--- src/rtl/uart_row_loader.sv ---
// -----------------------------------------------------------------------------
// uart_row_loader
//   Receives row packets from a UART receiver and writes them into a frame
//   buffer. A packet is: Y low byte, Y high byte, ROW_BYTES data bytes, and
//   STOP_BYTE. Every received byte is answered through a 2-entry answer queue
//   that feeds a UART transmitter. Failed packets answer ACK_FAIL followed by
//   the number of missing data bytes.
//
// Ports
//   clk          system clock, rising edge
//   rst          asynchronous active-high reset
//   rx_data      received byte, valid while rx_done=1
//   rx_done      one-cycle strobe per received byte
//   tx_data      answer byte, stable from tx_start until the transmitter is idle
//   tx_start     one-cycle start strobe to the transmitter
//   tx_busy      transmitter busy
//   wr_en        frame-buffer write strobe
//   wr_addr      frame-buffer byte address (17 bit)
//   wr_data      frame-buffer write data
//   row_done     one-cycle pulse when a packet completes with ACK_OK
//   err_overrun  sticky, set when an answer is dropped on a full queue
// -----------------------------------------------------------------------------
module uart_row_loader #(
  parameter int unsigned ROW_BYTES      = 240,
  parameter int unsigned HEIGHT         = 480,
  parameter logic [7:0]  STOP_BYTE      = 8'hDD,
  parameter logic [7:0]  ACK_ROW        = 8'hCC,
  parameter logic [7:0]  ACK_DATA       = 8'hAA,
  parameter logic [7:0]  ACK_OK         = 8'hFF,
  parameter logic [7:0]  ACK_FAIL       = 8'h11,
  parameter int unsigned TIMEOUT_CYCLES = 5_000_000
) (
  input  logic        clk,
  input  logic        rst,
  input  logic [7:0]  rx_data,
  input  logic        rx_done,
  output logic [7:0]  tx_data,
  output logic        tx_start,
  input  logic        tx_busy,
  output logic        wr_en,
  output logic [16:0] wr_addr,
  output logic [7:0]  wr_data,
  output logic        row_done,
  output logic        err_overrun
);

  localparam int IDX_W = $clog2(ROW_BYTES + 1);
  localparam int TO_W  = $clog2(TIMEOUT_CYCLES + 1);

  typedef enum logic [2:0] {
    Y_LO  = 3'd0,
    Y_HI  = 3'd1,
    DATA  = 3'd2,
    STOP  = 3'd3,
    FAIL2 = 3'd4
  } state_t;

  state_t            state_r, state_s;
  logic [7:0]        y_lo_r, y_lo_s;
  logic [16:0]       base_r, base_s;
  logic [IDX_W-1:0]  idx_r, idx_s;
  logic [7:0]        fail_cnt_r, fail_cnt_s;
  logic [TO_W-1:0]   to_cnt_r, to_cnt_s;
  logic [1:0][7:0]   q_data_r, q_data_s;
  logic [1:0]        q_cnt_r, q_cnt_s;
  logic [1:0]        guard_r, guard_s;
  logic [7:0]        tx_data_r, tx_data_s;
  logic              tx_start_r, tx_start_s;
  logic              wr_en_r, wr_en_s;
  logic [16:0]       wr_addr_r, wr_addr_s;
  logic [7:0]        wr_data_r, wr_data_s;
  logic              row_done_r, row_done_s;
  logic              err_overrun_r, err_overrun_s;

  logic [15:0]       y_s;
  logic              timed_s;
  logic              timeout_s;
  logic              launch_s;
  logic              push0_s, push1_s;
  logic [7:0]        push0_data_s, push1_data_s;

  // Packet FSM: next state, row bookkeeping, frame-buffer write and answers to queue.
  always_comb begin
    state_s      = state_r;
    y_lo_s       = y_lo_r;
    base_s       = base_r;
    idx_s        = idx_r;
    fail_cnt_s   = fail_cnt_r;
    wr_en_s      = 1'b0;
    wr_addr_s    = wr_addr_r;
    wr_data_s    = wr_data_r;
    row_done_s   = 1'b0;
    push0_s      = 1'b0;
    push0_data_s = 8'h00;
    push1_s      = 1'b0;
    push1_data_s = 8'h00;
    y_s          = {rx_data, y_lo_r};
    timed_s      = (state_r == Y_HI) || (state_r == DATA) || (state_r == STOP);
    // A byte arriving in the expiry cycle cancels the timeout.
    timeout_s    = timed_s && !rx_done && (to_cnt_r == TO_W'(TIMEOUT_CYCLES - 1));

    case (state_r)
      Y_LO: begin
        if (rx_done) begin
          y_lo_s       = rx_data;
          push0_s      = 1'b1;
          push0_data_s = ACK_ROW;
          state_s      = Y_HI;
        end else begin
          state_s = Y_LO;
        end
      end
      Y_HI: begin
        if (rx_done) begin
          push0_s      = 1'b1;
          push0_data_s = ACK_ROW;
          if (y_s < 16'(HEIGHT)) begin
            base_s  = 17'(32'(y_s) * 32'(ROW_BYTES));
            idx_s   = '0;
            state_s = DATA;
          end else begin
            push1_s      = 1'b1;
            push1_data_s = ACK_FAIL;
            fail_cnt_s   = 8'(ROW_BYTES);
            state_s      = FAIL2;
          end
        end else if (timeout_s) begin
          push0_s      = 1'b1;
          push0_data_s = ACK_FAIL;
          fail_cnt_s   = 8'(ROW_BYTES);
          state_s      = FAIL2;
        end else begin
          state_s = Y_HI;
        end
      end
      DATA: begin
        if (rx_done) begin
          wr_en_s      = 1'b1;
          wr_addr_s    = base_r + 17'(idx_r);
          wr_data_s    = rx_data;
          push0_s      = 1'b1;
          push0_data_s = ACK_DATA;
          idx_s        = idx_r + IDX_W'(1);
          if (idx_r == IDX_W'(ROW_BYTES - 1)) begin
            state_s = STOP;
          end else begin
            state_s = DATA;
          end
        end else if (timeout_s) begin
          push0_s      = 1'b1;
          push0_data_s = ACK_FAIL;
          fail_cnt_s   = 8'(ROW_BYTES - 32'(idx_r));
          state_s      = FAIL2;
        end else begin
          state_s = DATA;
        end
      end
      STOP: begin
        if (rx_done) begin
          if (rx_data == STOP_BYTE) begin
            push0_s      = 1'b1;
            push0_data_s = ACK_OK;
            row_done_s   = 1'b1;
            state_s      = Y_LO;
          end else begin
            push0_s      = 1'b1;
            push0_data_s = ACK_FAIL;
            fail_cnt_s   = 8'h00;
            state_s      = FAIL2;
          end
        end else if (timeout_s) begin
          push0_s      = 1'b1;
          push0_data_s = ACK_FAIL;
          fail_cnt_s   = 8'h00;
          state_s      = FAIL2;
        end else begin
          state_s = STOP;
        end
      end
      FAIL2: begin
        // Second half of a failure answer; a byte landing here already starts the next packet.
        push0_s      = 1'b1;
        push0_data_s = fail_cnt_r;
        if (rx_done) begin
          y_lo_s       = rx_data;
          push1_s      = 1'b1;
          push1_data_s = ACK_ROW;
          state_s      = Y_HI;
        end else begin
          state_s = Y_LO;
        end
      end
      default: begin
        state_s = Y_LO;
      end
    endcase

    if (!timed_s || rx_done || timeout_s) begin
      to_cnt_s = '0;
    end else begin
      to_cnt_s = to_cnt_r + TO_W'(1);
    end
  end

  // Answer queue: pop on launch first so a push in the same cycle can reuse the slot.
  always_comb begin
    launch_s      = (q_cnt_r != 2'd0) && !tx_busy && (guard_r == 2'd0);
    q_data_s      = q_data_r;
    q_cnt_s       = q_cnt_r;
    err_overrun_s = err_overrun_r;
    tx_start_s    = launch_s;
    tx_data_s     = tx_data_r;

    if (launch_s) begin
      tx_data_s   = q_data_r[0];
      q_data_s[0] = q_data_r[1];
      q_cnt_s     = q_cnt_r - 2'd1;
      guard_s     = 2'd2;
    end else if (guard_r != 2'd0) begin
      guard_s = guard_r - 2'd1;
    end else begin
      guard_s = guard_r;
    end

    if (push0_s) begin
      if (q_cnt_s != 2'd2) begin
        q_data_s[q_cnt_s[0]] = push0_data_s;
        q_cnt_s              = q_cnt_s + 2'd1;
      end else begin
        err_overrun_s = 1'b1;
      end
    end else begin
      q_cnt_s = q_cnt_s;
    end

    if (push1_s) begin
      if (q_cnt_s != 2'd2) begin
        q_data_s[q_cnt_s[0]] = push1_data_s;
        q_cnt_s              = q_cnt_s + 2'd1;
      end else begin
        err_overrun_s = 1'b1;
      end
    end else begin
      q_cnt_s = q_cnt_s;
    end
  end

  // State and output registers.
  always_ff @(posedge clk or posedge rst) begin
    if (rst) begin
      state_r       <= Y_LO;
      y_lo_r        <= 8'h00;
      base_r        <= 17'd0;
      idx_r         <= '0;
      fail_cnt_r    <= 8'h00;
      to_cnt_r      <= '0;
      q_data_r      <= '0;
      q_cnt_r       <= 2'd0;
      guard_r       <= 2'd0;
      tx_data_r     <= 8'h00;
      tx_start_r    <= 1'b0;
      wr_en_r       <= 1'b0;
      wr_addr_r     <= 17'd0;
      wr_data_r     <= 8'h00;
      row_done_r    <= 1'b0;
      err_overrun_r <= 1'b0;
    end else begin
      state_r       <= state_s;
      y_lo_r        <= y_lo_s;
      base_r        <= base_s;
      idx_r         <= idx_s;
      fail_cnt_r    <= fail_cnt_s;
      to_cnt_r      <= to_cnt_s;
      q_data_r      <= q_data_s;
      q_cnt_r       <= q_cnt_s;
      guard_r       <= guard_s;
      tx_data_r     <= tx_data_s;
      tx_start_r    <= tx_start_s;
      wr_en_r       <= wr_en_s;
      wr_addr_r     <= wr_addr_s;
      wr_data_r     <= wr_data_s;
      row_done_r    <= row_done_s;
      err_overrun_r <= err_overrun_s;
    end
  end

  assign tx_data     = tx_data_r;
  assign tx_start    = tx_start_r;
  assign wr_en       = wr_en_r;
  assign wr_addr     = wr_addr_r;
  assign wr_data     = wr_data_r;
  assign row_done    = row_done_r;
  assign err_overrun = err_overrun_r;

endmodule

--- config.mk ---
export PLATFORM = sky130hd
export DESIGN_NAME = uart_row_loader
export DESIGN_NICKNAME = d
export VERILOG_FILES = /design/src/rtl/uart_row_loader.sv
export SDC_FILE = /design/constraint.sdc
export NUM_CORES = 1
export LEC_CHECK = 0
export BUFFER_PORTS_ARGS = -buffer_cell sky130_fd_sc_hd__clkbuf_2
export CAP_MARGIN = 10
export CORE_ASPECT_RATIO = 1.1
export CORE_UTILIZATION = 60
export CTS_CLUSTER_SIZE = 16
export DETAILED_ROUTE_END_ITERATION = 10
export GPL_TIMING_DRIVEN = 0
export HOLD_SLACK_MARGIN = 0.12
export PLACE_DENSITY = 0.79
export SYNTH_ARGS = -nofsm -noshare
export SYNTH_HDL_FRONTEND = slang
export SYNTH_SLANG_ARGS = --single-unit
--- constraint.sdc ---
create_clock -name clk -period 6 [get_ports clk]
set_input_delay 1.2 -clock clk [delete_from_list [all_inputs] [get_ports clk]]
set_output_delay 1.2 -clock clk [all_outputs]
set_load 0.005 [all_outputs]
==> Yosys cells after proc, flatten, opt, wreduce, memory -nomap -nowiden <==
Index checks and enable logic that the tools add are counted.
{ "totals": {"ff_bits": 120, "input_bits": 12, "wordCells": 144} }
{ "classes": {"n_addsub": 8, "multipliers": 1, "n_lt_le_gt_ge": 5, "n_eq_ne": 18, "mux": 68, "n_reduce_logical": 27} }
{ "op_table": {"columns": ["operator", "n"], "rows": [
  ["8-bit two-way mux", 19],
  ["16-bit two-way mux", 4],
  ["8-bit one-hot mux with 5 select lines", 1],
  ["16-bit bitwise mux", 2],
  ["8-bit one-hot mux with 2 select lines", 2],
  ["3-bit two-way mux", 8],
  ["8-bit one-hot mux with 3 select lines", 1],
  ["23-bit by 1-bit adder with 23-bit output (second input constant)", 1],
  ["23-bit == test (second input constant)", 1],
  ["23-bit two-way mux", 1],
  ["17-bit by 8-bit adder with 17-bit output", 1],
  ["8-bit demux with 1-bit select", 2],
  ["8-bit == test (second input constant)", 2],
  ["16-bit by 9-bit < comparator with 1-bit output (second input constant)", 1],
  ["16-bit by 4-bit multiplier with 13-bit output (second input constant)", 1],
  ["1-bit two-way mux", 15],
  ["5-bit two-way mux", 3],
  ["2-bit two-way mux", 7],
  ["2-bit inequality test (second input constant)", 6],
  ["3-bit inequality test (second input constant)", 4],
  ["3-bit one-hot mux with 4 select lines", 1],
  ["8-bit by 1-bit adder with 8-bit output (second input constant)", 1],
  ["2-bit nonzero test", 4],
  ["8-bit subtractor (first input constant)", 1],
  ["22 further kinds", 38]
]} }

==> Logic depth before layout (Yosys ltp) <==
Gate-level depths: netlist of run 1.
{ "logic_depth": {"depth_word": 16, "depth_mapped": 14, "mapped_depth_nobuf": 13} }

==> Worst setup path before layout of run 1 <==
OpenSTA, ideal clock, no wires.
{ "synth_timing": {"path_kind": "input to register", "start": "input tx_busy", "end": "register q_data_r[0] (netlist name)", "t_arrival_ns": 3.488, "setup_slack_ns": 2.364, "cell_stages": 10, "cell_sequence": "nor3b_1 -> buf_1 -> xnor2_1 -> ha_1 -> nand2_1 -> o21ai_1 -> inv_1 -> ha_1 -> nor4bb_1 -> o21bai_1"} }
{ "synth_lines": {"columns": ["item", "line", "rtl"], "rows": [
  ["from (decl)", "39", "input logic tx_busy,"],
  ["to (signal assigned)", "274", "q_data_r <= q_data_s;"],
  ["to (decl)", "64", "logic [1:0][7:0] q_data_r, q_data_s;"]
]} }

==> results by group, run 1 <==
Outcome
  – Outcome: finished, final reports clean

Die
  – Full die area: 0.0117 mm^2
  – Die width: 103 um
  – Ports: 49
  – Core area: 0.0110 mm^2
  – Initial Utilization: 61.9%
  – Die Height: 114 um
  – Standard-cell rows: 40

Worst setup path
  – Startpoint Class: input port
  – CP max FO: 10
  – Reg-to-Reg End: q_data_r[7]$_DFF_PP0_
  – CP Capture Point: q_data_r[7]$_DFF_PP0_
  – WS Path Type: in -> reg
  – Worst r2r path cells: 12
  – Worst r2r src: q_cnt_r[0]$_DFF_PP0_
  – Req. time, crit path: 6.24 ns
  – Worst Setup End Kind: flop
  – Setup crit start: tx_busy
  – Reg-to-reg setup timing slack: 2.16 ns
  – Crit path arrival time: 4.34 ns

Logic synthesis
  – Register bit total from synthesis: 120
  – Syn_area_per_cell: 9.67 um^2
  – Syn Nets: 760
  – Synth Flop Type: dfrtp_1
  – Cell Area, Synth: 0.00678 mm^2
  – YS warnings: 0
  – Post-synth EDFFs: 0
  – Post-Synthesis Cells: 701
  – Post-synth top area share: 44.3%
  – Largest cells by area after synthesis: dfrtp_1 (44%), nand2_1 (5.9%), fa_1 (5.9%)
  – Register area share after synthesis: 44.3%
  – Ys async rst share: 100%
  – Area leader, netlist: dfrtp_1
  – Post-synthesis cell type count: 59

Clock network
  – H-Tree Depth: 4
  – CTS tree: yes
  – Setup Buffers After CTS: 0
  – Reg clk slew, reported paths: 0.05 ns
  – Clock buffer depth: 2
  – Clock sink count: 120
  – CTS resizes: 0
  – Hold buffer count at CTS: 0
  – Clk_lat worst skew: 0.42 ns
  – Total CTS buffers: 17
  – Clk root buf: clkbuf_16

Cells and area
  – Most frequent cells in the layout: dfrtp_1 (120), nand2_1 (107), o21ai_0 (63)
  – Layout Nets: 829
  – Final Util: 72.5%
  – Most common cell after layout, fill and taps aside: dfrtp_1
  – # diodes: 0
  – Share of cells above drive strength 1: 14.2%
  – Layout area overhead: 17.3%
  – Fill count: 760

STA
  – Max frequency: 244 MHz
  – Min cycle time layout: 4.09 ns
  – Hold Fails Final Rpt: 0
  – Period Utilization, post-route: 68.2%
  – # setup viols final: 0
  – Hold_ws: 0.477 ns
  – Count of pins over their slew limit: 0
  – RSZ-0062 raised after global routing: false
  – Slew HR: 33.0%
  – Clock Skew: 0.00734 ns
  – Actual slew at the worst max-slew pin: 0.991 ns
  – Setup TNS Final: 0 ns
  – Setup ws final: 1.91 ns

Run
  – Max Cap Viol: 0

Place
  – Pre-CTS setup slack: 1.63 ns
  – Placer Congestion: 0.861
  – Dpl hpwl: 10900 um
  – PortBufs: 48

Power
  – Gate power share: 35.8%
  – PD cells: 437 mW/mm^2
  – Leakage: 3.75 nW
  – Clk pwr share: 35.0%
  – Sw frac: 32.3%
  – Sw Pwr: 1.12 mW
  – Reg power frac: 29.1%
  – Max VDD drop: 0.248 mV
  – Int Pwr: 2.35 mW

Drt
  – Post-DRT Antenna Nets: 0
  – DRC violation count after routing: 0
  – Routed via count: 5330
  – Initial DRC Count: 320
  – DRT Pass-1 Iters: 6
  – Routed wire length: 15200 um
  – WL per Instance: 16.3 um
  – Vias per cell: 5.73

Global routing
  – GRT Total Usage: 28.9%
  – Antenna violations before repair: 0
  – First-pass GRT wire length: 25900 um
  – Largest net degree at the start of global routing: 62
  – GR Overflow Total: 0
  – Vias in the first global route: 5420

Worst hold path
  – Class of the tightest hold or removal check: reg -> reg
-- cells in the mapped netlist (all sizes together) (7+ instances only) --
master and instances:
o21ai 67, fa 20, ha 27, o31ai 7, dfrtp 120, nand4 9, nor3 9, nor2 59
a21oi 11, nand2 108, and3 8, mux2i 17, nor2b 8, xor2 22, a31oi 7, clkbuf 20
nand3 20, mux2 21, xnor2 24, inv 50
-- through the flow --
stage / instance area (um^2) / power (mW) / instances
2_1_floorplan: 6780 / 1.98 / 701
3_3_place_gp: 7210 / 2.18 / 896
3_5_place_dp: 7240 / 2.25 / 897
4_1_cts: 7950 / 3.49 / 929
5_1_grt: 7950 / 3.70 / 930
6_report: 7950 / 3.47 / 930
-- state kept, by name, indices dropped and copies added (netlist names) --
| register | cells |
|---|---|
| state_r | 3 |
| q_data_r | 16 |
| to_cnt_r | 23 |
| err_overrun | 1 |
| guard_r | 2 |
| base_r | 13 |
| wr_addr | 17 |
| tx_start | 1 |
| wr_data | 8 |
| y_lo_r | 8 |
| row_done | 1 |
| wr_en | 1 |
| q_cnt_r | 2 |
| fail_cnt_r | 8 |
| idx_r | 8 |
| tx_data | 8 |
-- critical path, cell delays in order --
cell	delay, ns
clkbuf_2	0.09
nor3b_1	0.16
buf_1	0.48
xnor2_1	0.32
ha_1	0.36
nand2_1	0.07
o21ai_1	0.18
inv_1	0.11
ha_1	0.30
nor3_1	0.82
o21ai_0	0.24
-- worst min-delay path by stage --
stage | depth (start not counted) | start | endpoint
2_1_floorplan | 2 | fail_cnt_r[0]$_DFFE_PP0P_ | fail_cnt_r[0]$_DFFE_PP0P_
3_3_place_gp | 1 | guard_r[0]$_DFFE_PP0P_ | guard_r[0]$_DFFE_PP0P_
3_5_place_dp | 2 | wr_data[7]$_DFFE_PP0P_ | wr_data[7]$_DFFE_PP0P_
4_1_cts | 1 | guard_r[0]$_DFFE_PP0P_ | guard_r[0]$_DFFE_PP0P_
5_1_grt | 2 | wr_addr[2]$_DFFE_PP0P_ | wr_addr[2]$_DFFE_PP0P_
6_report | 1 | guard_r[0]$_DFFE_PP0P_ | guard_r[0]$_DFFE_PP0P_
-- logic make-up after synthesis --
| logic type | Yosys count | share of synthesized area (%) |
|---|---|---|
| AND/OR/NAND/NOR | 250 | 17.1 |
| AO/OA/AOI/OAI | 126 | 11.7 |
| flip-flops | 120 | 44.3 |
| buffers and inverters | 74 | 4.17 |
| adder cells (fa/ha/maj) | 47 | 10.9 |
| XOR/XNOR | 46 | 5.94 |
| multiplexers | 38 | 6.00 |
-- metal layers --
metal | vias up | track usage, % | wire, um
met4 | 0 | 9.20 | 240
met3 | 24 | 6.43 | 761
met1 | 2608 | 34.8 | 6050
met2 | 163 | 51.0 | 8130
li1 | 2535 | - | -
met5 | - | 0 | 0
-- power groups by stage --
stage	registers (mW)	logic (mW)	clock network, mW
after floorplan	1.00	0.977	0
after global placement	1.02	1.16	0
after detailed placement	1.03	1.22	0
after CTS	1.01	1.25	1.23
after global routing	1.03	1.41	1.26
final	1.01	1.24	1.22
-- cell type report --
| class | instances | area, um^2 | share of cell area [%] |
|---|---|---|---|
| Timing Repair Buffer | 50 | 273 | 3.43 |
| Inverter | 50 | 190 | 2.39 |
| Clock inverter | 12 | 244 | 3.07 |
| Sequential cell | 120 | 3000 | 37.8 |
| Buffer | 24 | 95.1 | 1.20 |
| Tap cell | 147 | 184 | 2.31 |
| Multi-Input combinational cell | 507 | 3500 | 44.0 |
| Clock buffer | 20 | 467 | 5.87 |
Note: power is estimated with default switching activity, not from simulation.
==> inputs of run 2 (changes only) <==
==> constraint.sdc (replaced) <==
create_clock -name clk -period 3.8 [get_ports clk]
set_input_delay 0.76 -clock clk [delete_from_list [all_inputs] [get_ports clk]]
set_output_delay 0.76 -clock clk [all_outputs]
set_load 0.005 [all_outputs]
==> results by group, run 2 (synthesized netlist as in run 1, its figures left out) <==
Outcome
  – Outcome: finished, final reports clean

Clock network
  – CTS tree: yes
  – Clk_lat worst skew: 0.41 ns
  – Clock buffer depth: 2
  – Setup Buffers After CTS: 0
  – Clk root buf: clkbuf_16
  – Hold buffer count at CTS: 0
  – Clock sink count: 120
  – H-Tree Depth: 4
  – Total CTS buffers: 17
  – Reg clk slew, reported paths: 0.06 ns

Cells and area
  – Reg area: 0.00300 mm^2
  – Most frequent cells in the layout: dfrtp_1 (120), nand2_1 (107), o21ai_0 (63)
  – Fill count: 784
  – Most common cell after layout, fill and taps aside: dfrtp_1
  – # diodes: 0
  – Layout area overhead: 16.0%
  – Largest reg by FF count: to_cnt_r
  – Layout Nets: 830
  – Area occupied by multi-input gates: 0.00351 mm^2
  – Share of cells above drive strength 1: 14.4%
  – Number of flip-flops in the largest register: 23
  – Final Cell Area: 0.00787 mm^2

STA
  – Clock Skew: 0.00845 ns
  – Actual slew at the worst max-slew pin: 1.23 ns
  – Max frequency: 280 MHz
  – Count of pins over their slew limit: 0
  – Setup ws final: 0.224 ns
  – RSZ-0062 raised after global routing: false
  – Slew HR: 17.8%
  – # setup viols final: 0
  – Min cycle time layout: 3.58 ns
  – Period Utilization, post-route: 94.1%
  – Hold_ws: 0.320 ns
  – Hold Fails Final Rpt: 0

Worst setup path
  – Levels on crit path: 10
  – Worst Setup End Kind: flop
  – Worst path bufs/invs: 2
  – Critical path's top delay family: simple AND/OR/NAND/NOR gates
  – CP Capture Point: q_data_r[0]$_DFF_PP0_
  – Setup crit start: to_cnt_r[7]$_DFF_PP0_
  – Crit path arrival time: 3.84 ns
  – Reg-to-reg setup timing slack: 0.22 ns
  – CP max-delay cell: nor4bb_2
  – Reg-to-Reg End: q_data_r[0]$_DFF_PP0_
  – Cell Chain, Critical Path: or4_1 -> or4_1 -> buf_2 -> o21ai_4 -> nand2_1 -> o21ai_1 -> inv_1 -> ha_1 -> nor4bb_2 -> o21bai_1
  – CP max FO: 9
  – Worst r2r path cells: 10
  – Startpoint Class: flop
  – Most used cell, CP: or4_1
  – Req. time, crit path: 4.06 ns
  – WS Path Type: reg -> reg
  – Crit-path max cell delay: 0.63 ns
  – Worst r2r src: to_cnt_r[7]$_DFF_PP0_

Global routing
  – First-pass GRT wire length: 25200 um
  – GR Overflow Total: 0
  – GRT Total Usage: 27.7%
  – Antenna violations before repair: 0
  – Vias in the first global route: 5402
  – Largest net degree at the start of global routing: 45

Drt
  – Vias per cell: 5.72
  – Post-DRT Antenna Nets: 0
  – Routed wire length: 14700 um
  – Routed via count: 5325
  – DRC violation count after routing: 0
  – Initial DRC Count: 301
  – DRT Pass-1 Iters: 5
  – WL per Instance: 15.8 um

Run
  – Max Cap Viol: 0

Die
  – Standard-cell rows: 40
  – Die Height: 114 um
  – Core area: 0.0110 mm^2
  – Ports: 49
  – Die width: 103 um
  – Full die area: 0.0117 mm^2
  – Initial Utilization: 61.9%

Power
  – Max VDD drop: 0.424 mV
  – Leakage: 3.69 nW
  – PD cells: 655 mW/mm^2

Place
  – PortBufs: 48
  – Pre-CTS setup slack: -0.169 ns
  – Placer Congestion: 0.869
  – Dpl hpwl: 10800 um
  – DP Area: 0.00727 mm^2

Worst hold path
  – Class of the tightest hold or removal check: in -> async
[run 2: changes by cell type in the layout (fill, tap and decap cells not counted), sizes merged]
cell / delta
bufinv: -5
inv: -1
clkinvlp: +5
clkbuf: +2
[run 2: repair_timing]
action | CTS | global route
hold endpoints to repair | 0 | 0
pin swaps | 0 | 0
setup endpoints to repair | 2 | 9
gates resized for setup | 0 | 3
[run 2: where the power goes]
part           internal, mW  switching [mW]
Clock                 0.997           0.577
Combinational         0.896            1.09
Sequential             1.47           0.126
[run 2: cell type report]
type	count	area share, %
buffer	24	1.22
clock buffer	21	5.85
clock inverter	11	1.57
inverter	50	2.43
multi-input combinational	507	44.6
sequential	120	38.2
tap	147	2.34
timing repair buffer	51	3.82
[run 2: worst min path at each step]
| stage | from | end | slack [ns] | depth (start not counted) |
|---|---|---|---|---|
| floorplan | fail_cnt_r[0]$_DFFE_PP0P_ | fail_cnt_r[0]$_DFFE_PP0P_ | 0.45 | 2 |
| global placement | guard_r[0]$_DFFE_PP0P_ | guard_r[0]$_DFFE_PP0P_ | 0.46 | 1 |
| detailed placement | wr_data[6]$_DFFE_PP0P_ | wr_data[6]$_DFFE_PP0P_ | 0.47 | 2 |
| CTS | rst | base_r[10]$_DFFE_PP0P_ | 0.32 | 2 |
| global route | rst | wr_addr[16]$_DFFE_PP0P_ | 0.34 | 2 |
| finish | rst | wr_addr[16]$_DFFE_PP0P_ | 0.32 | 2 |
[run 2: metal layers]
metal / GRT usage, % / vias up / share of wire, %
met2: 47.3 / 172 / 51
met4: 10.7 / 0 / 2.4
met1: 34.1 / 2590 / 43
li1: - / 2532 / -
met3: 5.88 / 31 / 3.9
met5: 0 / - / 0
[run 2: through the flow]
step	std cells	util, %	total power [mW]	setup TNS (ns)
after detailed placement	899	66.3	3.56	-0.802
after global routing	931	71.8	5.54	0
after global placement	896	65.8	3.45	0
final	931	71.8	5.16	0
after floorplan	701	-	3.13	0
after CTS	931	71.7	5.15	-0.0279
